File: src/rtl/bram_pkg.sv
// Shared encodings for the dual-port block RAM: read-during-write modes and
// the power-up clear FSM states.
package bram_pkg;

  localparam int RD_FIRST = 0;
  localparam int WR_FIRST = 1;

  typedef enum logic {
    CLEAR = 1'b0,
    IDLE  = 1'b1
  } clr_state_t;

endpackage

File: src/rtl/bram_clear_ctrl.sv
// Clear sequencer: after reset walks every address once writing zero, then
// parks in IDLE until the next reset. State is exported for observation.
module bram_clear_ctrl
  import bram_pkg::*;
#(
  parameter int ADDR_W = 4
) (
  input  logic              clk,
  input  logic              rst,
  output logic              busy,
  output logic [ADDR_W-1:0] clr_addr,
  output logic              clr_we,
  output logic              state
);

  clr_state_t        st, st_nx;
  logic [ADDR_W-1:0] cnt, cnt_nx;

  always_ff @(posedge clk) begin
    if (!rst) begin
      st  <= CLEAR;
      cnt <= '0;
    end else begin
      st  <= st_nx;
      cnt <= cnt_nx;
    end
  end

  always_comb begin
    st_nx  = st;
    cnt_nx = cnt;
    busy   = 1'b0;
    clr_we = 1'b0;
    case (st)
      CLEAR: begin
        busy   = 1'b1;
        clr_we = 1'b1;
        cnt_nx = cnt + 1'b1;
        // The last address has just been zeroed; the wrapped counter is unused.
        if (cnt == {ADDR_W{1'b1}}) st_nx = IDLE;
      end
      IDLE: begin
        st_nx = IDLE;
      end
      default: begin
        st_nx = CLEAR;
      end
    endcase
  end

  assign clr_addr = cnt;
  assign state    = st;

endmodule

File: src/rtl/bram_sync_dp.sv
// Single-clock true dual-port RAM with byte enables and power-up clear.
// Define BRAM_OUT_REG_EN to add a second output register (read latency 2).
module bram_sync_dp
  import bram_pkg::*;
#(
  parameter int RAM_DATA_WIDTH = 8,
  parameter int RAM_ADDR_WIDTH = 4,
  parameter int RAM_BYTE_WIDTH = 8,
  parameter int RD_MODE        = 0
) (
  input  logic                                     clk,
  input  logic                                     rst,
  input  logic                                     a_wr,
  input  logic                                     b_wr,
  input  logic [RAM_DATA_WIDTH/RAM_BYTE_WIDTH-1:0] a_be,
  input  logic [RAM_DATA_WIDTH/RAM_BYTE_WIDTH-1:0] b_be,
  input  logic [RAM_ADDR_WIDTH-1:0]                a_addr,
  input  logic [RAM_ADDR_WIDTH-1:0]                b_addr,
  input  logic [RAM_DATA_WIDTH-1:0]                a_data_in,
  input  logic [RAM_DATA_WIDTH-1:0]                b_data_in,
  output logic [RAM_DATA_WIDTH-1:0]                a_data_out,
  output logic [RAM_DATA_WIDTH-1:0]                b_data_out,
  output logic                                     busy
);

  localparam int NBE   = RAM_DATA_WIDTH / RAM_BYTE_WIDTH;
  localparam int DEPTH = 1 << RAM_ADDR_WIDTH;

  logic [RAM_DATA_WIDTH-1:0] mem [DEPTH];
  logic [RAM_ADDR_WIDTH-1:0] clr_addr;
  logic                      clr_we;
  logic                      clr_state;
  logic                      rd_en;
  logic                      a_wr_en, b_wr_en;
  logic [RAM_DATA_WIDTH-1:0] a_rd_word, b_rd_word;
  logic [RAM_DATA_WIDTH-1:0] a_q, b_q;

  bram_clear_ctrl #(.ADDR_W(RAM_ADDR_WIDTH)) u_clear_ctrl (
    .clk      (clk),
    .rst      (rst),
    .busy     (busy),
    .clr_addr (clr_addr),
    .clr_we   (clr_we),
    .state    (clr_state)
  );

  assign rd_en   = (clr_state == IDLE);
  assign a_wr_en = a_wr && rd_en;
  assign b_wr_en = b_wr && rd_en;

  // Port B lanes are issued first so an overlapping port A lane overrides them.
  always_ff @(posedge clk) begin
    if (clr_we) begin
      mem[clr_addr] <= '0;
    end else begin
      for (int l = 0; l < NBE; l++) begin
        if (b_wr_en && b_be[l])
          mem[b_addr][l*RAM_BYTE_WIDTH +: RAM_BYTE_WIDTH] <= b_data_in[l*RAM_BYTE_WIDTH +: RAM_BYTE_WIDTH];
      end
      for (int l = 0; l < NBE; l++) begin
        if (a_wr_en && a_be[l])
          mem[a_addr][l*RAM_BYTE_WIDTH +: RAM_BYTE_WIDTH] <= a_data_in[l*RAM_BYTE_WIDTH +: RAM_BYTE_WIDTH];
      end
    end
  end

  // Write-first merges only the port's own write lanes; the other port's
  // same-cycle write is never visible, so cross-port reads stay old-data.
  always_comb begin
    a_rd_word = mem[a_addr];
    b_rd_word = mem[b_addr];
    if (RD_MODE == WR_FIRST) begin
      for (int l = 0; l < NBE; l++) begin
        if (a_wr_en && a_be[l])
          a_rd_word[l*RAM_BYTE_WIDTH +: RAM_BYTE_WIDTH] = a_data_in[l*RAM_BYTE_WIDTH +: RAM_BYTE_WIDTH];
        if (b_wr_en && b_be[l])
          b_rd_word[l*RAM_BYTE_WIDTH +: RAM_BYTE_WIDTH] = b_data_in[l*RAM_BYTE_WIDTH +: RAM_BYTE_WIDTH];
      end
    end
  end

  always_ff @(posedge clk) begin
    if (!rst || !rd_en) begin
      a_q <= '0;
      b_q <= '0;
    end else begin
      a_q <= a_rd_word;
      b_q <= b_rd_word;
    end
  end

`ifdef BRAM_OUT_REG_EN
  logic [RAM_DATA_WIDTH-1:0] a_q2, b_q2;

  always_ff @(posedge clk) begin
    if (!rst || !rd_en) begin
      a_q2 <= '0;
      b_q2 <= '0;
    end else begin
      a_q2 <= a_q;
      b_q2 <= b_q;
    end
  end

  assign a_data_out = a_q2;
  assign b_data_out = b_q2;
`else
  assign a_data_out = a_q;
  assign b_data_out = b_q;
`endif

endmodule

File: config.mk
export PLATFORM = sky130hd
export DESIGN_NAME = bram_sync_dp
export DESIGN_NICKNAME = d
export VERILOG_FILES = /design/src/rtl/bram_pkg.sv /design/src/rtl/bram_clear_ctrl.sv /design/src/rtl/bram_sync_dp.sv
export SDC_FILE = /design/constraint.sdc
export NUM_CORES = 1
export LEC_CHECK = 0
export ABC_AREA = 1
export CORE_MARGIN = 1
export CORE_UTILIZATION = 50
export CTS_CLUSTER_SIZE = 40
export DETAILED_ROUTE_END_ITERATION = 10
export PLACE_DENSITY = 0.71
export SLEW_MARGIN = 20
export SYNTH_ARGS = -nofsm -noshare
export SYNTH_HDL_FRONTEND = slang
export SYNTH_HIERARCHICAL = 1
export SYNTH_SLANG_ARGS = --single-unit
File: constraint.sdc
create_clock -name clk -period 2.4 [get_ports clk]
set_clock_uncertainty 0.05 [all_clocks]
set_input_delay 0.72 -clock clk [delete_from_list [all_inputs] [get_ports clk]]
set_output_delay 0.72 -clock clk [all_outputs]
set_load 0.05 [all_outputs]
---- Yosys cells after proc, flatten, opt, wreduce, memory -nomap -nowiden ----
Memories as Yosys holds them, arrays and structs flattened. A register that Yosys moved wholly into a read port is not among the register bits.
Index checks and enable logic that the tools add are counted.
operators by class
  add/sub/neg operators ................... 1
  equality and inequality tests ........... 1
  muxes and demuxes ....................... 12
  bitwise operators ....................... 1
  reduce and logical (&&, ||, !) cells .... 8
operator list
  cell                 number
  $mux 1               9
  $mux 8               1
  $reduce_or 8->1      1
  $add 4x1->4 const B  1
  $eq 4x4->1 const B   1
  $logic_and 1x1->1    4
  $mux 4               1
  $logic_not 1->1      2
  $pmux 1 s2           1
  $logic_or 1x1->1     1
  $not 1->1            1
word-level totals
  register bits ........................... 5
  RAM bits ................................ 128
  input port bits ......................... 30
  output and inout bits ................... 17
  logic and storage cells ................. 26
  memories ................................ 1
memory list
  memory  depth  bits a word  read ports  clocked after Yosys merged registers in  write ports  RTL line            text
  mem     16     8            2           2                                        2            bram_sync_dp.sv:29  logic [RAM_DATA_WIDTH-1:0] mem [DEPTH];

---- Depth between registers and ports, before layout ----
Gate-level depths: netlist of the first run.
  depth in word-level cells ............... 7
  gate-level depth with buffers ........... 11
  mapped depth without buffers ............ 9

---- Hierarchy ----
Netlist of the first run, hierarchy kept.
modules (own cells, without submodules)
  module           instances  cells an instance  area an instance (µm²)  sequential area each (µm²)
  bram_sync_dp     1          1,225              8,833.5                 4,164.0
  bram_clear_ctrl  1          27                 207.7                   100.1

---- Least setup slack after synthesis of the first run ----
OpenSTA, ideal clock, no wires.
  path type ............................... reg2reg
  start ................................... register u_clear_ctrl.st, in the netlist u_clear_ctrl/state
  end ..................................... memory mem[12][0], enable pin
  setup time .............................. 384 ps
  arrival time ............................ 2,408 ps
  data required time ...................... 1,966 ps
  setup slack ............................. -442 ps
  stages on the path, launching flop included .. 9
  path buffers ............................ 2
  clock period less this slack ............ 2,842 ps
  path through ............................ dfxtp_1 inv_1 buf_4 inv_1 nand4_4 buf_6 o21ai_2 nand2_1 o21ai_0
RTL lines
  element                   RTL line               text
  start: declaration        bram_clear_ctrl.sv:16  clr_state_t st, st_nx;
  start signal: assignment  bram_clear_ctrl.sv:24  st <= st_nx;
  end: declaration          bram_sync_dp.sv:29

---- Worst setup path after layout of the first run ----
  start ................................... register a_q[5], in the netlist a_data_out[5] (read register of mem)
  end ..................................... output a_data_out[5]
RTL lines
  element             RTL line            text
  start: declaration  bram_sync_dp.sv:36  logic [RAM_DATA_WIDTH-1:0] a_q, b_q;
  end: declaration    bram_sync_dp.sv:21  output logic [RAM_DATA_WIDTH-1:0] a_data_out,
No word-level cell between the ends.

==> metrics, run 1 <==
outcome=completed; Largest delay share family, worst path=buffers and inverters; Hold Buf Count CTS=0; CTS root buf=clkbuf_16; cell taking the most area after synthesis=edfxtp_1; GRT overflow=0; Worst-path clk slew=roughly 0.070 ns; CTS tree=built; fin. max-slew vios=0; Final Wtd Congestion=roughly 1.0; P_leak=0.00488 uW; Cells after DPL=1532; Syn Inst Count=between 1000 and 1500; Initial Utilization=roughly half; Rel. slew slack=about 67%; I/O pin total=between 40 and 50; CTS H-Tree Depth=4; Yosys Warn Count=6; cell area after synthesis=~0.0090 sq mm; largest net degree at the start of global routing=45; leading cell types in the layout, fill and taps excluded=nand2_1, o21ai_0, edfxtp_1; average via count per standard cell=approximately 5.7; max_cap viols=0; crit-path max FO=1; final net count=about 1400; arrival time at the worst endpoint=1.53 ns; Register-to-Register Setup Slack=between 0.2 and 0.3 ns; setup ws final=about 0.095 ns; Die Wd=136 um; postcts setup bufs=0; crit start category=register; initial antenna violation count=1; share of cells above drive strength 1=11.7%; Yosys reg bits=between 100 and 150; final-report setup violation count=0; number of global-route vias before repair=between 8000 and 9000; core area=0.0175 sq mm; non-filler cells, final=roughly 1600; post-synth top area share=roughly 43%; most common cell after layout, fill and taps aside=nand2_1; pre-CTS setup slack=-0.478 ns; Worst path slowest cell=clkdlybuf4s50_1; row count=48; Die Y=136 um; Avg WL per Cell=between 15 and 20 um; clk sinks=149; number of CTS-inserted buffers=17; endpoints failing hold=0; CP Cell Sequence=clkdlybuf4s50_1; PwrDens=approximately 570 mW/mm^2; critical path required time=between 1.5 and 2 ns; P&R area growth vs syn=21.6%; ranking of synthesized cells by area=edfxtp_1, nand2_1, o21ai_0; DR iter-0 viols=1574; Max Clk Rate=between 400 and 500 MHz; post-place instance area=between 0.01 and 0.015 sq mm; Total Wirelength=about 30000 um; worst skew pair latency=around 0.43 ns; Final min period=roughly 2.3 ns; RSZ-0062 raised after global routing=false; Buf+Inv Stages, Crit Path=1; All-Layer GR Usage=34.5%; first-pass GRT wire length=approximately 46000 um; synthesized area per cell=about 7.2 sq um; TritonRoute pass-1 iters=6; class of the worst hold path=reg2reg; Unique masters post-synth=25; Post-Syn Nets=about 1300; period utilization=a little over nine tenths; number of remaining DRC errors=0; Routed Antenna Nets=0; Post-DP HPWL=~21000 um; PortBufs=46; peak supply drop=between 0.4 and 0.5 mV; sequential area share after synthesis=47.2%; actual slew at the worst max-slew pin=0.496 ns; Critical Path Max Stage Delay=between 0.7 and 0.8 ns; CTS max path bufs=2; Setup crit end kind=output port; post-route cell area=around 0.011 sq mm; routed via count=slightly below 9000; Die ar.=between 0.015 and 0.02 sq mm; WS Path Type=reg2out; Fin Setup TNS=0 ns
-- power by group --
part	internal, uW	switching, uW
clock network	1610	1070
logic	264	507
registers	2840	27.4
total	4710	1610
-- worst paths after layout --
check / from / cells after the start / to
setup / recovery: a_data_out[5] / 1 / a_data_out[5]
setup reg to reg: u_clear_ctrl/state / 10 / mem[7][3]
hold reg to reg: u_clear_ctrl/clr_addr[2] / 2 / u_clear_ctrl/state
hold / removal: u_clear_ctrl/clr_addr[2] / 2 / u_clear_ctrl/state
-- logic make-up (layout without fill, tap and decap cells) --
family | Yosys count | in the layout | share of synthesized area [%]
AND/OR/NAND/NOR | 701 | 701 | 31.6
buffers and inverters | 203 | 290 | 9.92
AO/OA/AOI/OAI | 198 | 198 | 11.2
flip-flops | 149 | 149 | 47.2
adder cells (fa/ha/maj) | 1 | 1 | 0.138
other | 0 | 1 | 0
-- final cells by class --
class | count | area (sq um)
Sequential cell | 149 | 4270
Fill cell | 1494 | 6480
Timing Repair Buffer | 134 | 1370
Inverter | 124 | 469
Multi-Input combinational cell | 900 | 4000
Clock inverter | 7 | 52.6
Antenna cell | 1 | 2.50
Clock buffer | 25 | 551
Tap cell | 225 | 282
-- cell usage after synthesis --
cell type and n:
nor2_1 123, nand4_1 5, buf_2 26, nand4_4 2, clkbuf_1 26, clkbuf_2 4, o21ai_2 4, nor2_2 4
nand2_2 2, a21oi_1 10, buf_4 8, clkinv_1 2, dfxtp_1 21, inv_1 118, nand3_1 114, ha_1 1
a21boi_0 1, buf_6 9, edfxtp_1 128, inv_2 4, o21ai_1 11, o21ai_0 172, nor2_4 3, buf_1 6
nand2_1 448
-- registers in the layout, summed over array words and instances (netlist names) --
signal and count:
b_data_out 8, mem 128, a_data_out 8, u_clear_ctrl/clr_addr 4
u_clear_ctrl/state 1
-- stage by stage --
| step | hold WS, ns | power (uW) | util, % |
|---|---|---|---|
| floorplan | 0.430 | 3320 | - |
| global placement | 0.494 | 3650 | 59.4 |
| detailed placement | 0.495 | 3660 | 59.4 |
| CTS | 0.505 | 6290 | 62.9 |
| global route | 0.551 | 6490 | 62.9 |
| finish | 0.502 | 6320 | 62.9 |
-- layer usage --
| layer | up-vias | track usage (%) | wire length [um] |
|---|---|---|---|
| met3 | 123 | 10.8 | 4020 |
| met5 | - | 0 | 13 |
| met1 | 3958 | 44.6 | 11500 |
| met4 | 2 | 16.0 | 1400 |
| li1 | 4189 | - | - |
| met2 | 622 | 52.5 | 13100 |
-- timing repair --
| action | CTS | global route |
|---|---|---|
| pin swaps | 0 | 4 |
| resized for setup | 1 | 1 |
| cloned | 0 | 0 |
| hold endpoints to repair | 0 | 0 |
| setup endpoints to repair | 32 | 32 |
(Power assumes the default switching activity.)
==> inputs of run 2 (changes only) <==
- GPL_TIMING_DRIVEN: unset -> 0
==> run 2 against run 1 <==
Non-clock buffer count decreased by 2. Maximum frequency is 2.0% lower. Register-to-register slack lost 0.17 ns. First-iteration DRC count decreased by 18%. Clock power shrank 8.2%. Flip-flop and latch count unchanged. Count of clock-buffer cells in the layout is 7 lower. Combinational power fell by 4.4%. Total power shrank 4.0%. Hold slack got worse by 0.038 ns. Routed wire length up 12%. Critical path type is now in2reg. Largest cell class unchanged.
==> metrics, run 2 (synthesis results as in run 1) <==
CTS H-Tree Depth=4 (unchanged); Final min period=2.35 ns (was 2.30 ns); Sequential Area=0.00427 sq mm (unchanged); crit-path max FO=10 (was 1); Initial Utilization=51.7% (unchanged); Final Wtd Congestion=1.03 (was 1.02); switching power=1690 uW (was 1610 uW); Total Wirelength=33700 um (was 30000 um); PwrDens=561 mW/mm^2 (was 575 mW/mm^2); hold slack=0.464 ns (was 0.502 ns); worst hold start=u_clear_ctrl/clr_addr[2] (unchanged); CTS max path bufs=2 (unchanged); most common cell after layout, fill and taps aside=nand2_1 (unchanged); RSZ-0062 raised after global routing=false (unchanged); Worst-path clk slew=0.06 ns (was 0.07 ns); peak supply drop=0.511 mV (was 0.486 mV); Die Y=136 um (unchanged); P_leak=0.00470 uW (was 0.00488 uW); worst skew pair latency=0.43 ns (about the same); GRT overflow=0 (unchanged); FF-to-FF Start=u_clear_ctrl/state (unchanged); crit start category=primary input (was register); multi-input logic area=0.00422 sq mm (was 0.00400 sq mm); Cell Int Power=4370 uW (was 4710 uW); Rel. slew slack=42.1% (was 66.8%); Final Total Pwr=6070 uW (was 6320 uW); class of the worst hold path=reg2reg (unchanged); Hold Buf Count CTS=0 (unchanged); outcome=completed (unchanged); P&R area growth vs syn=19.5% (was 21.6%); setup ws final=0.0480 ns (was 0.0952 ns); pre-CTS setup slack=-0.770 ns (was -0.478 ns); PortBufs=42 (was 46); part of the power in combinational logic=12.2% (about the same); Setup crit end kind=register (was output port); critical path required time=2.50 ns (was 1.63 ns); period utilization=98.0% (was 96.0%); leading cell types in the layout, fill and taps excluded=nand2_1, o21ai_0, edfxtp_1 (unchanged); arrival time at the worst endpoint=2.45 ns (was 1.53 ns); actual slew at the worst max-slew pin=0.868 ns (was 0.496 ns); first-pass GRT wire length=48700 um (was 46100 um); DR iter-0 viols=1292 (was 1574); clock network power share=40.6% (was 42.4%); row count=48 (unchanged); All-Layer GR Usage=37.2% (was 34.5%); endpoints failing hold=0 (unchanged); FF-to-FF End=mem[11][2] (was mem[7][3]); routed via count=9120 (was 8894); Die ar.=0.0186 sq mm (unchanged); number of remaining DRC errors=0 (unchanged); initial antenna violation count=0 (was 1); largest net degree at the start of global routing=17 (was 45); switching part of the total=27.9% (was 25.4%); WS Path Type=in2reg (was reg2out); fin. max-slew vios=0 (unchanged); Max Clk Rate=425 MHz (was 434 MHz); Avg WL per Cell=21.5 um (was 19.2 um); CTS root buf=clkbuf_16 (unchanged); clk sinks=149 (unchanged); CTS tree=built (unchanged); share of cells above drive strength 1=11.8% (was 11.7%); Routed Antenna Nets=0 (unchanged); number of CTS-inserted buffers=17 (unchanged); Post-DP HPWL=24100 um (was 21100 um); max reg flops=128 (unchanged); Top reg by flops=mem (unchanged); core area=0.0175 sq mm (unchanged); Die Wd=136 um (unchanged); TritonRoute pass-1 iters=7 (was 6); final-report setup violation count=0 (unchanged); Antenna Cells=0 (was 1); number of global-route vias before repair=8168 (was 8086); I/O pin total=47 (unchanged); average via count per standard cell=5.83 (was 5.68); Hold Path End=u_clear_ctrl/state (unchanged); Seq pwr share=47.3% (was 45.4%); hold path depth=2 (unchanged); Worst Reg-to-Reg Cells=8 (was 10); Fillers=1542 (was 1494); final net count=1356 (was 1357); max_cap viols=0 (unchanged); Register-to-Register Setup Slack=0.08 ns (was 0.25 ns)
## run 2: changes by cell type in the layout (fill, tap and decap cells not counted), moves of 12 or more
cell,delta
buf_12,-16
buf_2,+23
buf_4,-55
clkbuf_1,+22
nand2_1,-23
nand2_4,+12
## run 2: worst max path at each step
stage / startpoint / end / slack, ns
6_report: a_addr[3] / mem[10][5] / 0.05
5_1_grt: a_addr[2] / mem[7][6] / 0.002
2_1_floorplan: u_clear_ctrl/state / mem[7][0] / 0.03
3_3_place_gp: a_addr[1] / mem[0][0] / -0.72
4_1_cts: a_addr[1] / mem[6][0] / -0.05
3_5_place_dp: a_addr[1] / mem[0][0] / -0.77
## run 2: metal layers
| layer | global-route usage, % | vias to the layer above | wire (um) |
|---|---|---|---|
| met5 | 0 | - | 0 |
| met4 | 16.0 | 0 | 1190 |
| met3 | 11.1 | 84 | 4300 |
| met2 | 56.4 | 640 | 14900 |
| met1 | 49.2 | 4200 | 13200 |
| li1 | - | 4196 | - |
## run 2: critical path, stage by stage
cell and delay (ns):
clkdlybuf4s50_1 0.53, inv_1 0.08, nor2_2 0.24, buf_6 0.21, nand2_2 0.14, clkbuf_2 0.26, o21ai_4 0.11, buf_12 0.15
## run 2: metrics by stage
step / instances / instance area [sq um] / setup TNS (ns) / utilization, %
2_1_floorplan: 1252 / 9170 / 0 / -
4_1_cts: 1556 / 10600 / -1.11 / 60.4
3_3_place_gp: 1519 / 9870 / -116.61 / 56.5
5_1_grt: 1563 / 10800 / 0 / 61.8
6_report: 1563 / 10800 / 0 / 61.8
3_5_place_dp: 1519 / 9870 / -117.62 / 56.5
## run 2: area by class of cell
class | instances | area share (%)
Timing Repair Buffer | 53 | 5.34
Inverter | 124 | 4.40
Tap cell | 225 | 2.61
Clock inverter | 14 | 0.926
Clock buffer | 18 | 3.97
Multi-Input combinational cell | 901 | 39.1
Sequential cell | 149 | 39.5
Buffer | 79 | 4.20
## run 2: power groups by stage
stage          logic [uW]  clock network, uW  registers, uW
2_1_floorplan         413                  0           2910
3_3_place_gp          664                  0           2920
3_5_place_dp          668                  0           2920
4_1_cts               685               2440           2870
5_1_grt               791               2530           2870
6_report              738               2460           2870
## run 2: repair_timing
item | in CTS | in global routing
cloned | 0 | 2
resized for setup | 34 | 40
setup endpoints to repair | 129 | 194
buffers inserted | 5 | 5
hold endpoints to repair | 0 | 0
pin swaps | 7 | 10
==> inputs of run 3 (changes only) <==
- CAP_MARGIN: unset -> 20
- CORE_MARGIN: 1 -> 8
==> run 3 against run 2 <==
Clock power rose by 15%. Hold slack better by 0.020 ns. Global-route usage decreased by 7.3 points. Utilization is 1.2 points lower. Design area about the same. First-iteration DRC count up 2.7%. Critical path depth is the same. Maximum frequency is 0.53% lower. Via count grew 0.58%. Critical path type unchanged. Critical endpoint is now b_data_out[0]. Largest cell class unchanged. Highest routed layer unchanged.
==> metrics, run 3 (synthesis results as in run 1) <==
outcome=completed (unchanged); WS Path Type=in2reg (unchanged); crit start category=primary input (unchanged); TritonRoute pass-1 iters=5 (was 7); number of global-route vias before repair=8275 (was 8168); Top reg by flops=mem (unchanged); post-place instance area=0.00988 sq mm (was 0.00987 sq mm); Rel. slew slack=42.7% (was 42.1%); post-route cell area=0.0108 sq mm (about the same); number of CTS-inserted buffers=17 (unchanged); Total Wirelength=33700 um (about the same); RSZ-0062 raised after global routing=false (unchanged); peak supply drop=0.535 mV (was 0.511 mV); final net count=1353 (was 1356); max reg flops=128 (unchanged); crit-path max FO=10 (unchanged); CTS tree=built (unchanged); max_cap viols=0 (unchanged); Cells after DPL=1523 (was 1519); All-Layer GR Usage=29.9% (was 37.2%); pre-CTS setup slack=-0.775 ns (was -0.770 ns); share of cells above drive strength 1=11.5% (was 11.8%); Final min period=2.36 ns (was 2.35 ns); non-filler cells, final=1564 (was 1563); number of remaining DRC errors=0 (unchanged); core area=0.0178 sq mm (was 0.0175 sq mm); P_leak=0.00469 uW (was 0.00470 uW); class of the worst hold path=reg2reg (unchanged); Die Wd=150 um (was 136 um); CTS H-Tree Depth=4 (unchanged); actual slew at the worst max-slew pin=0.860 ns (was 0.868 ns); Die ar.=0.0226 sq mm (was 0.0186 sq mm); average via count per standard cell=5.87 (was 5.83); clk sinks=149 (unchanged); Setup crit end kind=register (unchanged); arrival time at the worst endpoint=2.62 ns (was 2.45 ns); period utilization=98.5% (was 98.0%); Antenna Cells=0 (unchanged); most common cell after layout, fill and taps aside=nand2_1 (unchanged); leading cell types in the layout, fill and taps excluded=nand2_1, o21ai_0, edfxtp_1 (unchanged); Final Wtd Congestion=1.02 (was 1.03); CTS root buf=clkbuf_16 (unchanged); critical path required time=2.65 ns (was 2.50 ns); Register-to-Register Setup Slack=0.13 ns (was 0.08 ns); endpoints failing hold=0 (unchanged); DR iter-0 viols=1327 (was 1292); Avg WL per Cell=21.5 um (about the same); Worst-path clk slew=0.06 ns (about the same); worst skew pair latency=0.44 ns (was 0.43 ns); PwrDens=594 mW/mm^2 (was 561 mW/mm^2); Die Y=150 um (was 136 um); Max Clk Rate=423 MHz (was 425 MHz); first-pass GRT wire length=49200 um (was 48700 um); Initial Utilization=50.7% (was 51.7%); Fin Setup TNS=0 ns (unchanged); Routed Antenna Nets=0 (unchanged); routed via count=9173 (was 9120); Post-DP HPWL=24100 um (about the same); P&R area growth vs syn=19.6% (was 19.5%); CTS max path bufs=2 (unchanged); row count=49 (was 48); I/O pin total=47 (unchanged); fin. max-slew vios=0 (unchanged); largest net degree at the start of global routing=17 (unchanged); GRT overflow=0 (unchanged); PortBufs=42 (unchanged); Hold Buf Count CTS=0 (unchanged); final-report setup violation count=0 (unchanged); setup ws final=0.0355 ns (was 0.0480 ns); initial antenna violation count=0 (unchanged)
-- run 3: cell count changes in the layout (fill, tap and decap cells not counted), moves of 2 or more --
cell | before | now
buf_12 | 5 | 3
o21ai_1 | 16 | 12
nand2_4 | 12 | 8
o21ai_0 | 158 | 162
bufinv_16 | 0 | 3
nand2_1 | 422 | 426
clkinv_1 | 4 | 2
-- run 3: power breakdown --
part | leakage [uW] | total [uW] | switching (uW) | internal [uW]
logic | 0.00323 | 730 | 524 | 206
clock network | 0.000284 | 2830 | 1180 | 1640
registers | 0.00118 | 2870 | 28.3 | 2840
-- run 3: layer usage --
layer | share of wire [%] | vias to the layer above | track usage, %
met3 | 14 | 117 | 7.06
li1 | - | 4195 | -
met4 | 4.7 | 0 | 14.1
met5 | 0 | - | 0
met2 | 44 | 731 | 45.1
met1 | 38 | 4130 | 40.0
-- run 3: per-stage QoR --
| stage | total power [uW] | utilization (%) | hold WS, ns |
|---|---|---|---|
| after CTS | 6330 | 59.4 | 0.482 |
| final | 6420 | 60.6 | 0.484 |
| after global routing | 6550 | 60.6 | 0.528 |
| after detailed placement | 3590 | 55.4 | 0.469 |
| after floorplan | 3320 | - | 0.430 |
| after global placement | 3580 | 55.4 | 0.457 |
-- run 3: repair_timing --
item                                    4_1_cts  5_1_grt
resized for setup                            26       36
gates cloned                                  0        2
setup buffers                                 2        5
endpoints found under the setup margin      161      185
pin swaps                                     4        7
-- run 3: worst max-delay path, cell delays in order --
cell and delay, ns:
clkdlybuf4s50_1 0.55, buf_2 0.34, buf_2 0.34, nand2_1 0.09, nand3_1 0.10, nand3_1 0.16, nand3_1 0.21, a21oi_1 0.11
-- run 3: cell type report --
type / instances / area, sq um
sequential: 149 / 4270
inverter: 124 / 473
buffer: 79 / 450
clock inverter: 14 / 174
tap: 229 / 287
multi-input combinational: 901 / 4200
fill: 1616 / 7030
timing repair buffer: 50 / 526
clock buffer: 18 / 429
-- run 3: worst paths after layout --
check / depth (start not counted) / startpoint / end
worst min register to register: 2 / u_clear_ctrl/clr_addr[3] / u_clear_ctrl/state
worst max-delay path: 8 / b_addr[0] / b_data_out[0]
worst min-delay path: 2 / u_clear_ctrl/clr_addr[3] / u_clear_ctrl/state
worst max register to register: 8 / u_clear_ctrl/state / mem[10][3]
